<file path="src/rtl/canxl_fcrc_field.sv">
// CAN XL FCRC field stage: latches the frame CRC, then serializes (TX)
// or checks (RX) it with fixed stuff bits inserted every STUFF_PERIOD bits.
module canxl_fcrc_field #(
    parameter int FCRC_LEN     = 32,
    parameter int STUFF_PERIOD = 10
) (
    input  logic        clk,
    input  logic        g_rst,
    input  logic        bit_tick,
    input  logic        start,
    input  logic        tx_mode,
    input  logic        abort,
    input  logic [31:0] fcrc_frm,
    input  logic        rx_bit,
    output logic        tx_bit,
    output logic        busy,
    output logic        fcrc_done,
    output logic        crc_err,
    output logic        stuff_err
);
    localparam int BW = $clog2(FCRC_LEN + 1);
    localparam int GW = $clog2(STUFF_PERIOD + 1);
    localparam logic [BW-1:0] BIT_LAST = BW'(FCRC_LEN - 1);
    localparam logic [GW-1:0] GRP_LAST = GW'(STUFF_PERIOD - 1);

    typedef enum logic [1:0] {IDLE, DATA, STUFF, DONE} state_t;

    state_t        state_q, state_d;
    logic [31:0]   shift_q, shift_d;
    logic [BW-1:0] bit_cnt_q, bit_cnt_d;
    logic [GW-1:0] grp_cnt_q, grp_cnt_d;
    logic          mode_q, mode_d;
    logic          rx_cmp_q, rx_cmp_d;
    logic          last_q, last_d;
    logic          tx_q, tx_d;
    logic          busy_q, busy_d;
    logic          done_q, done_d;
    logic          crc_q, crc_d;
    logic          serr_q, serr_d;

    always_comb begin
        state_d   = state_q;
        shift_d   = shift_q;
        bit_cnt_d = bit_cnt_q;
        grp_cnt_d = grp_cnt_q;
        mode_d    = mode_q;
        rx_cmp_d  = rx_cmp_q;
        last_d    = last_q;
        tx_d      = tx_q;
        busy_d    = busy_q;
        done_d    = 1'b0;
        crc_d     = crc_q;
        serr_d    = 1'b0;
        unique case (state_q)
            IDLE: begin
                tx_d = 1'b1;
                if (start) begin
                    shift_d   = fcrc_frm;
                    mode_d    = tx_mode;
                    bit_cnt_d = '0;
                    grp_cnt_d = '0;
                    rx_cmp_d  = 1'b0;
                    crc_d     = 1'b0;
                    tx_d      = fcrc_frm[31];
                    busy_d    = 1'b1;
                    state_d   = DATA;
                end
            end
            DATA: if (bit_tick) begin
                last_d    = shift_q[31];
                shift_d   = shift_q << 1;
                bit_cnt_d = bit_cnt_q + BW'(1);
                grp_cnt_d = grp_cnt_q + GW'(1);
                if (!mode_q)
                    rx_cmp_d = rx_cmp_q | (rx_bit ^ shift_q[31]);
                // no stuff bit after the last data bit, even on a group boundary
                if (bit_cnt_q == BIT_LAST) begin
                    state_d = DONE;
                    done_d  = 1'b1;
                    crc_d   = ~mode_q & rx_cmp_d;
                end else if (grp_cnt_q == GRP_LAST) begin
                    grp_cnt_d = '0;
                    tx_d      = ~shift_q[31];
                    state_d   = STUFF;
                end else begin
                    tx_d = shift_q[30];
                end
            end
            STUFF: if (bit_tick) begin
                if (!mode_q && rx_bit == last_q)
                    serr_d = 1'b1;
                tx_d    = shift_q[31];
                state_d = DATA;
            end
            DONE: begin
                tx_d    = 1'b1;
                busy_d  = 1'b0;
                state_d = IDLE;
            end
            default: state_d = IDLE;
        endcase
        if (abort) begin
            state_d = IDLE;
            tx_d    = 1'b1;
            busy_d  = 1'b0;
            done_d  = 1'b0;
            crc_d   = 1'b0;
            serr_d  = 1'b0;
        end
    end

    always_ff @(posedge clk) begin
        if (g_rst) begin
            state_q   <= IDLE;
            shift_q   <= '0;
            bit_cnt_q <= '0;
            grp_cnt_q <= '0;
            mode_q    <= 1'b0;
            rx_cmp_q  <= 1'b0;
            last_q    <= 1'b0;
            tx_q      <= 1'b1;
            busy_q    <= 1'b0;
            done_q    <= 1'b0;
            crc_q     <= 1'b0;
            serr_q    <= 1'b0;
        end else begin
            state_q   <= state_d;
            shift_q   <= shift_d;
            bit_cnt_q <= bit_cnt_d;
            grp_cnt_q <= grp_cnt_d;
            mode_q    <= mode_d;
            rx_cmp_q  <= rx_cmp_d;
            last_q    <= last_d;
            tx_q      <= tx_d;
            busy_q    <= busy_d;
            done_q    <= done_d;
            crc_q     <= crc_d;
            serr_q    <= serr_d;
        end
    end

    assign tx_bit    = tx_q;
    assign busy      = busy_q;
    assign fcrc_done = done_q;
    assign crc_err   = crc_q;
    assign stuff_err = serr_q;
endmodule

</file>
<file path="config.mk">
export PLATFORM = sky130hd
export DESIGN_NAME = canxl_fcrc_field
export DESIGN_NICKNAME = d
export VERILOG_FILES = /design/src/rtl/canxl_fcrc_field.sv
export SDC_FILE = /design/constraint.sdc
export NUM_CORES = 1
export LEC_CHECK = 0
export BUFFER_PORTS_ARGS = -buffer_cell sky130_fd_sc_hd__buf_2
export CORE_UTILIZATION = 50
export DETAILED_ROUTE_END_ITERATION = 8
export GPL_TIMING_DRIVEN = 0
export PLACE_DENSITY_LB_ADDON = 0.15
export SYNTH_ARGS = -nofsm -noshare
export SYNTH_HDL_FRONTEND = slang
export SYNTH_SLANG_ARGS = --single-unit
</file>
<file path="constraint.sdc">
create_clock -name clk -period 2.15 [get_ports clk]
set_input_delay 0.3225 -clock clk [delete_from_list [all_inputs] [get_ports clk]]
set_output_delay 0.3225 -clock clk [all_outputs]
set_load 0.02 [all_outputs]
</file>
Word-level counts from Yosys, hierarchy flattened. Cells that the tools add are included.

Reductions and logical operators: 15. Bitwise logic cells: 8. Add/subtract/negate cells: 2. Multiplexer cells: 36. Equality and inequality tests: 12.

Operators by type and width (number): 32-bit 2-to-1 mux (2); 32-bit case mux with 2 select lines (1); 4-bit 2-to-1 mux (4); 1-bit 2-to-1 mux (15); 6-bit 2-to-1 mux (2); 6-bit case mux with 2 select lines (1); 2-bit 2-to-1 mux (5); 2-bit inequality test (second input constant) (5); 2-bit case mux with 4 select lines (1); 4-bit case mux with 2 select lines (1); 4-bit AND reduction (2); 4-bit OR reduction (2); 6-bit by 1-bit adder with 6-bit output (second input constant) (1); 6-bit by 5-bit equality test with 1-bit output (second input constant) (1); 1-bit case mux with 2 select lines (3); 2-bit AND reduction (3); 3-bit AND reduction (2); 1-bit inverter (5); 4-bit by 1-bit adder with 4-bit output (second input constant) (1); 2-bit equality test (second input constant) (2); 4-bit equality test (second input constant) (1); 1-bit case mux with 4 select lines (1); 2-bit nonzero test (2); 3-bit inequality test (second input constant) (1); other kinds (9) (9).

Bits in registers: 52.

Logic depth before layout (Yosys ltp). Gate-level depths: netlist (run 1).

Depth after elaboration: 9. Depth in mapped cells: 7.

Worst setup path after synthesis (run 1). OpenSTA, ideal clock, no wires.

Path kind: input -> register. Start point: input port bit_tick. End point: register grp_cnt_q[2]. Buffers on the path: 2. Setup slack: 0.481 ns. Arrival: 1.595 ns. Cell stages on the path: 6. Cell sequence: buf_2 > mux2i_1 > or2_0 > clkbuf_1 > or4_1 > a31oi_1.

Longest elaborated chain between the ends: 2.

RTL lines: from (decl) (RTL line 9) `input logic bit_tick,`; 2-bit inequality test (no source line); 3-bit AND reduction (no source line); to (signal assigned) (RTL line 130) `grp_cnt_q <= grp_cnt_d;`; to (decl) (RTL line 31) `logic [GW-1:0] grp_cnt_q, grp_cnt_d;`.

No other way between the ends. A chain may end at the register's enable or synchronous reset.

Worst setup path after layout (run 1).
Start point: register state_q[1]. End point: register shift_q[7].

Longest elaborated chain between the ends: 3.

RTL lines: from (decl) (RTL line 28) `state_t state_q, state_d;`; from (signal assigned) (RTL line 127) `state_q <= state_d;`; 2-bit by 1-bit equality test with 1-bit output / 2-bit zero test (equally long branches) (RTL line 54) `unique case (state_q)`; 2-bit inequality test (no source line) / 2-bit nonzero test (equally long branches); 3-bit AND reduction (no source line); to (signal assigned) (RTL line 128) `shift_q <= shift_d;`; to (decl) (RTL line 29) `logic [31:0] shift_q, shift_d;`.

Parallel ways exist; a longest one is shown, timed or not.

==> summary.md, run 1 <==
| Metric | Value |
|---|---|
| Outcome | `complete, no violations` |
| Net count after synthesis | `281` |
| Setup repair after global routing missed its margin | `false` |
| Clock sink total | `52` |
| Placed Cells incl. Taps | `331` |
| Static leakage | `1.04 nW` |
| CTS Buf Count | `5` |
| Period utilisation layout | `86.4%` |
| Remaining routing DRC violations | `0` |
| Power per Cell Area | `748 nW/um^2` |
| Total area of multi-input combinational cells | `1050 um^2` |
| Relative area change from synthesis to final layout | `17.8%` |
| Library cell with the highest instance count after synthesis | `sky130_fd_sc_hd__dfxtp_1` |
| Number of buffers added for setup after CTS | `0` |
| Post-synthesis cell type with the largest combined area | `sky130_fd_sc_hd__dfxtp_1` |
| Number of DRC violations after detailed-routing iteration 0 | `263` |
| Final hold slack | `221 ps` |
| Register bit total from synthesis | `52` |
| Vias after detailed routing | `1972` |
| Number of iterations in the first detailed-routing pass | `7` |
| Setup skew after layout | `15.4 ps` |
| Total global routing overflow | `0` |
| Post-placement setup slack | `242 ps` |
| Row cnt | `23` |
| Number of buffers inserted by port buffering | `42` |
| Number of antenna violations at the first check in global routing | `0` |
| Count of endpoints failing hold in the final timing report | `0` |
| Filler cell count in the final layout | `382` |
| Maximum fanout along the worst path | `10` |
| Kind of launch point of the worst setup path | `register` |
| Primary flip-flop cell chosen by synthesis mapping | `sky130_fd_sc_hd__dfxtp_1` |
| Post-cts sizing count | `0` |
| Max-slew headroom | `56.7%` |
| Critical path required time | `2370 ps` |
| Number of setup violations in the final report | `0` |
| Per-cell routed wire length | `14.3 um` |
| Max-slew violations | `0` |
| Setup Crit Path Kind | `reg -> reg` |
| Count of different cell masters after synthesis | `36` |
| Clock transition at the registers of the reported paths | `90 ps` |
| Initial cell density of the core | `53.3%` |
| Area used by sequential logic in the layout | `1040 um^2` |
| Via count of the first global-routing pass | `1594` |
| Number of buffers inserted by hold repair at cts | `0` |
| DPL Wire Length | `3430 um` |
| Via density per instance | `5.82` |
| Filler-free cell count of the finished design | `339` |
| Total Negative Setup Slacks | `0 ps` |
| Synth Area per Inst | `9.17 um^2` |
| Max H-tree Level | `2` |
| Cells after Synth | `239` |
| Global-route wire length before repair | `7510 um` |
| Synth Cell Area | `2190 um^2` |
| GP Congestion | `0.847` |
| Max frequency | `0.538 GHz` |
| Slew at the pin closest to its max-slew limit | `648 ps` |
| Total wire length | `4850 um` |
| Sequential share of the synthesized area | `47.5%` |
| Peak VDD IR | `0.498 mV` |
| Number of buffers between clock root and the deepest sink | `2` |
| Fraction of layout cells with a size suffix above 1 | `19.4%` |
| Die Outline Area | `4650 um^2` |
| Root Buffer | `sky130_fd_sc_hd__clkbuf_8` |
| Count of flip-flops with a built-in enable after synthesis | `0` |
| Clock tree from TritonCTS | `done` |
| Kind of end point of the critical path | `register` |
| Detail Route Antenna Nets | `0` |
| Share of the synthesized area in the top cell type | `47.5%` |
| Number of nets at the end of the flow | `330` |
| Maximum number of pins on one net before global-route repair | `18` |
| Final critical-path setup slack | `292 ps` |
| Clk Latency, worst-skew pair | `310 ps` |
| Signal arrival time at the worst endpoint | `2080 ps` |
| Hold WC Path Type | `in -> reg` |
| Total routing usage reported by global routing | `21.9%` |
| Leading post-synthesis cells by cell area | `sky130_fd_sc_hd__dfxtp_1 (47%), sky130_fd_sc_hd__a222oi_1 (11%), sky130_fd_sc_hd__nor2_1 (7.0%), sky130_fd_sc_hd__mux2i_1 (5.0%), sky130_fd_sc_hd__a21oi_1 (3.2%)` |
| Area inside the core boundary | `4120 um^2` |
| Leading post-synthesis cells by instance count | `sky130_fd_sc_hd__dfxtp_1 (52), sky130_fd_sc_hd__nor2_1 (41), sky130_fd_sc_hd__a222oi_1 (23)` |
| Final total power | `0.00193 W` |
| Reported max-cap violation count | `0` |
| Num ports | `44` |
| Die boundary width | `68.2 um` |
| Number of warnings issued by yosys | `0` |
| N_diodes | `0` |
| Final critical path time including I/O delays and setup | `1860 ps` |
| Async set-or-reset flop fraction in the synthesized netlist | `0%` |
| Die height | `68.2 um` |
-- power breakdown --
part | switching [W] | total, W | internal (W) | leakage, nW
combinational | 0.000121 | 0.000218 | 0.0000967 | 0.558
sequential | 0.0000264 | 0.00104 | 0.00101 | 0.426
clock | 0.000327 | 0.000678 | 0.000351 | 0.0583
total | 0.000475 | 0.00193 | 0.00146 | 1.04
-- metrics by stage --
stage                     util, %  instance area [um^2]
final                        62.7                  2580
after global routing         62.7                  2580
after CTS                    62.7                  2580
after detailed placement     59.9                  2460
after global placement       59.9                  2460
after floorplan                 -                  2190
-- placed cells by master, fill, tap and decap left out, types with 2 or more instances in the layout --
cell type,n
sky130_fd_sc_hd__inv_1,5
sky130_fd_sc_hd__nor4_1,4
sky130_fd_sc_hd__nand4b_1,2
sky130_fd_sc_hd__a21oi_1,14
sky130_fd_sc_hd__dfxtp_1,52
sky130_fd_sc_hd__nand3b_1,2
sky130_fd_sc_hd__xor2_1,2
sky130_fd_sc_hd__a222oi_1,23
sky130_fd_sc_hd__mux2i_1,11
sky130_fd_sc_hd__buf_2,47
sky130_fd_sc_hd__nand2_1,14
sky130_fd_sc_hd__nor3_1,9
sky130_fd_sc_hd__or3_1,3
sky130_fd_sc_hd__clkbuf_8,5
sky130_fd_sc_hd__nor2_1,41
sky130_fd_sc_hd__xnor2_1,4
sky130_fd_sc_hd__a31oi_1,2
sky130_fd_sc_hd__nand2b_1,3
sky130_fd_sc_hd__a211oi_1,8
sky130_fd_sc_hd__nand3_1,3
sky130_fd_sc_hd__ha_1,3
sky130_fd_sc_hd__clkbuf_1,14
sky130_fd_sc_hd__clkinv_4,2
-- metal layers --
metal | vias to the layer above | track usage [%] | routed length (um)
met3 | 8 | 6.00 | 298
met1 | 908 | 31.6 | 2320
met4 | 0 | 7.81 | 65
met5 | - | 0 | 0
met2 | 63 | 30.9 | 2160
li1 | 993 | - | -
-- cell type report --
class                           count  area share, %
Buffer                             19           3.01
Clock buffer                        5           2.67
Clock inverter                      3           1.84
Inverter                            5          0.727
Multi-Input combinational cell    163           40.9
Sequential cell                    52           40.3
Tap cell                           50           2.42
Timing Repair Buffer               42           8.14
-- state kept, by name (all words and copies together) (netlist names) --
name / flops
state_q: 2
tx_bit: 1
bit_cnt_q: 6
crc_err: 1
last_q: 1
stuff_err: 1
rx_cmp_q: 1
shift_q: 32
mode_q: 1
busy: 1
fcrc_done: 1
grp_cnt_q: 4
-- cell families (layout without fill, tap and decap cells) --
logic type	count (synthesis)	in the layout	share of synthesized area [%]
buffers and inverters	24	74	4.39
xor gates and xnor gates	6	6	2.40
AOI/OAI and AO/OA	55	55	20.1
DFF	52	52	47.5
muxes	11	11	5.02
and+or+nand+nor	88	88	18.9
adders and majority gates	3	3	1.71
-- worst paths after layout --
| path | start | to | slack, ps | depth (start not counted) |
|---|---|---|---|---|
| worst max-delay path | state_q[1] | shift_q[7] | 290 | 5 |
| worst max register to register | state_q[1] | shift_q[7] | 290 | 5 |
| worst min register to register | crc_err | crc_err | 470 | 2 |
| worst min-delay path | abort | busy | 220 | 2 |
-- worst max-delay path, stage by stage, from the launching register on --
cell and delay (ps):
sky130_fd_sc_hd__dfxtp_1 380, sky130_fd_sc_hd__clkbuf_1 240, sky130_fd_sc_hd__nor2_1 480, sky130_fd_sc_hd__clkbuf_1 400, sky130_fd_sc_hd__nor2_1 70, sky130_fd_sc_hd__a211oi_1 210
Note: power is estimated with default switching activity, not from simulation.
==> run 2: changes to the inputs <==
--- a/config.mk
+++ b/config.mk
@@ -6,7 +6,9 @@
 export NUM_CORES = 1
 export LEC_CHECK = 0
 export BUFFER_PORTS_ARGS = -buffer_cell sky130_fd_sc_hd__buf_2
+export CORE_ASPECT_RATIO = 1.75
 export CORE_UTILIZATION = 50
+export CTS_BUF_LIST = sky130_fd_sc_hd__clkbuf_8
 export DETAILED_ROUTE_END_ITERATION = 8
 export GPL_TIMING_DRIVEN = 0
 export PLACE_DENSITY_LB_ADDON = 0.15
==> summary.md, run 2 (same netlist as run 1, synthesis figures left out) <==
| Metric | Value |
|---|---|
| Final total power | `0.00185 W (-4.4%)` |
| Start point of the worst min-delay path | `abort` |
| Number of buffers between clock root and the deepest sink | `2 (unchanged)` |
| Setup Crit Path Kind | `reg -> reg` |
| Largest regs | `shift_q x32, bit_cnt_q x6, grp_cnt_q x4` |
| Number of setup violations in the final report | `0 (unchanged)` |
| Highest-count cells in the layout ignoring fill and taps | `sky130_fd_sc_hd__dfxtp_1 (52), sky130_fd_sc_hd__buf_2 (47), sky130_fd_sc_hd__nor2_1 (41)` |
| Total wire length | `5050 um (+4.0%)` |
| Die Outline Area | `4660 um^2 (+0.21%)` |
| Per-cell routed wire length | `14.9 um (+4.3%)` |
| Most used cell along the critical path | `sky130_fd_sc_hd__nor2_1` |
| Setup repair after global routing missed its margin | `false` |
| Capture point of the worst reg-to-reg path | `mode_q` |
| Via count of the first global-routing pass | `1938 (+22%)` |
| Number of buffers inserted by hold repair at cts | `0 (unchanged)` |
| Reported max-cap violation count | `0 (unchanged)` |
| Total global routing overflow | `0 (unchanged)` |
| Signal arrival time at the worst endpoint | `2070 ps (about the same)` |
| Met1 Usage GRT | `27.3% (-4.3 points)` |
| Library cell contributing the largest single delay on the critical path | `sky130_fd_sc_hd__nor3b_1` |
| Max-slew violations | `0 (unchanged)` |
| CP Depth | `5 (unchanged)` |
| Number of buffers added for setup after CTS | `0 (unchanged)` |
| CTS Buf Count | `5 (unchanged)` |
| Clock tree from TritonCTS | `done` |
| Total Negative Setup Slacks | `0 ps (unchanged)` |
| Period utilisation layout | `87.4% (+0.97 points)` |
| Maximum number of pins on one net before global-route repair | `17 (-1)` |
| Die boundary width | `52.1 um (-24%)` |
| Area used by sequential logic in the layout | `1040 um^2 (unchanged)` |
| Final critical path time including I/O delays and setup | `1880 ps (+20.8 ps)` |
| Kind of end point of the critical path | `register` |
| Remaining routing DRC violations | `0 (unchanged)` |
| Clock sink total | `52 (unchanged)` |
| Area inside the core boundary | `4150 um^2 (+0.85%)` |
| Count of endpoints failing hold in the final timing report | `0 (unchanged)` |
| Filler-free cell count of the finished design | `338 (-0.29%)` |
| Num ports | `44 (unchanged)` |
| Hold WC Path Type | `in -> reg` |
| Critical path required time | `2340 ps (-30 ps)` |
| CP max stage delay | `710 ps (+230 ps)` |
| Global-route met2 utilization | `40.1% (+9.2 points)` |
| Number of buffers inserted by port buffering | `42 (unchanged)` |
| Reg2reg setup slack | `270 ps (-20 ps)` |
| Peak VDD IR | `0.716 mV (+44%)` |
| Power per Cell Area | `721 nW/um^2 (-3.6%)` |
| Global-route wire length before repair | `8480 um (+13%)` |
| Initial cell density of the core | `52.8% (-0.45 points)` |
| Max frequency | `0.532 GHz (-1.1%)` |
| Number of nets at the end of the flow | `330 (unchanged)` |
| Kind of launch point of the worst setup path | `register` |
| Vias after detailed routing | `2010 (+1.9%)` |
| Total area of multi-input combinational cells | `1050 um^2 (unchanged)` |
| Cell depth of the worst flop-to-flop path | `5 (unchanged)` |
| Detail Route Antenna Nets | `0 (unchanged)` |
| GP Congestion | `0.850 (+0.41%)` |
| Largest register by flop count | `shift_q` |
| Most frequent standard cell in the layout excluding fill and tap cells | `sky130_fd_sc_hd__dfxtp_1` |
| Total routing usage reported by global routing | `24.0% (+2.1 points)` |
| Maximum fanout along the worst path | `10 (unchanged)` |
| Max H-tree Level | `2 (unchanged)` |
| Static leakage | `1.04 nW (-0.65%)` |
| Via density per instance | `5.95 (+2.2%)` |
| Placed Cells incl. Taps | `330 (-0.30%)` |
| Clk Latency, worst-skew pair | `310 ps (about the same)` |
| Category of cells accounting for the largest share of critical-path delay | `simple AND/OR/NAND/NOR gates` |
| Relative area change from synthesis to final layout | `16.8%` |
| Row cnt | `31 (+35%)` |
| DPL Wire Length | `3710 um (+8.1%)` |
| Number of flip-flops in the largest register | `32 (unchanged)` |
| N_diodes | `0 (unchanged)` |
| Cell depth of the worst min-delay path | `2 (unchanged)` |
| Filler cell count in the final layout | `374 (-2.1%)` |
| Post-cts sizing count | `0 (unchanged)` |
| Capture endpoint of the worst hold path | `fcrc_done` |
| Clock transition at the registers of the reported paths | `90 ps (about the same)` |
| Die height | `89.6 um (+31%)` |
| Setup skew after layout | `5.72 ps (-9.66 ps)` |
| Fraction of layout cells with a size suffix above 1 | `19.4% (unchanged)` |
| Number of iterations in the first detailed-routing pass | `5 (-2)` |
| Root Buffer | `sky130_fd_sc_hd__clkbuf_8` |
| Reg2reg start | `state_q[1]` |
| Slew at the pin closest to its max-slew limit | `836 ps (+189 ps)` |
| Cell chain of the critical path | `nor3b_1 -> clkbuf_1 -> nor2_1 -> a21oi_1 -> nor2_1` |
| Number of antenna violations at the first check in global routing | `0 (unchanged)` |
| Highest-utilization routing layer at the global route stage | `met2` |
| Outcome | `complete, no violations` |
| Worst path bufs/invs | `1 (-1)` |
| Max-slew headroom | `44.1% (-13 points)` |
| Global-route met3 utilization | `4.71% (-1.3 points)` |
| Number of DRC violations after detailed-routing iteration 0 | `107 (-59%)` |
[run 2: cell types whose count changed in the layout (fill, tap and decap cells not counted), sizes merged]
cell,delta
bufinv,-1
clkbuf,+1
clkinv,-1
inv,+1
[run 2: worst register-to-register path, delay by kind of cell (launching register included)]
kind	cells	cell delay (ps)
simple gates	3	840
buf+inv	1	420
flops	1	380
compound gates	1	130
[run 2: area by class of cell]
cell class | count | area share, %
Sequential cell | 52 | 40.7
Tap cell | 49 | 2.39
Multi-Input combinational cell | 163 | 41.2
Buffer | 19 | 3.03
Clock buffer | 6 | 3.23
Timing Repair Buffer | 42 | 8.21
Clock inverter | 2 | 0.538
Inverter | 5 | 0.733
[run 2: worst max path at each step]
stage | startpoint | end | slack, ps
floorplan | bit_tick | grp_cnt_q[2] | 480
global placement | bit_tick | crc_err | 240
detailed placement | bit_tick | shift_q[7] | 210
CTS | state_q[0] | crc_err | 270
global route | state_q[1] | shift_q[7] | 10
finish | state_q[1] | mode_q | 270
[run 2: through the flow]
step	hold slack [ps]	utilization [%]	setup WS [ps]	area (um^2)
floorplan	401	-	481	2190
global placement	449	59.4	238	2460
detailed placement	453	59.4	214	2460
CTS	219	61.7	268	2560
global route	224	61.7	14.8	2560
finish	228	61.7	272	2560
[run 2: power by group]
part | internal, W | leakage (nW) | switching, W
Clock | 0.000264 | 0.0516 | 0.000327
Combinational | 0.0000966 | 0.558 | 0.000121
Sequential | 0.00101 | 0.426 | 0.0000272
Total | 0.00137 | 1.04 | 0.000476
[run 2: metal layers]
layer	vias up	share of wire (%)
met4	0	4.1
met1	928	41
li1	999	-
met5	-	0
met3	18	4.7
met2	65	51
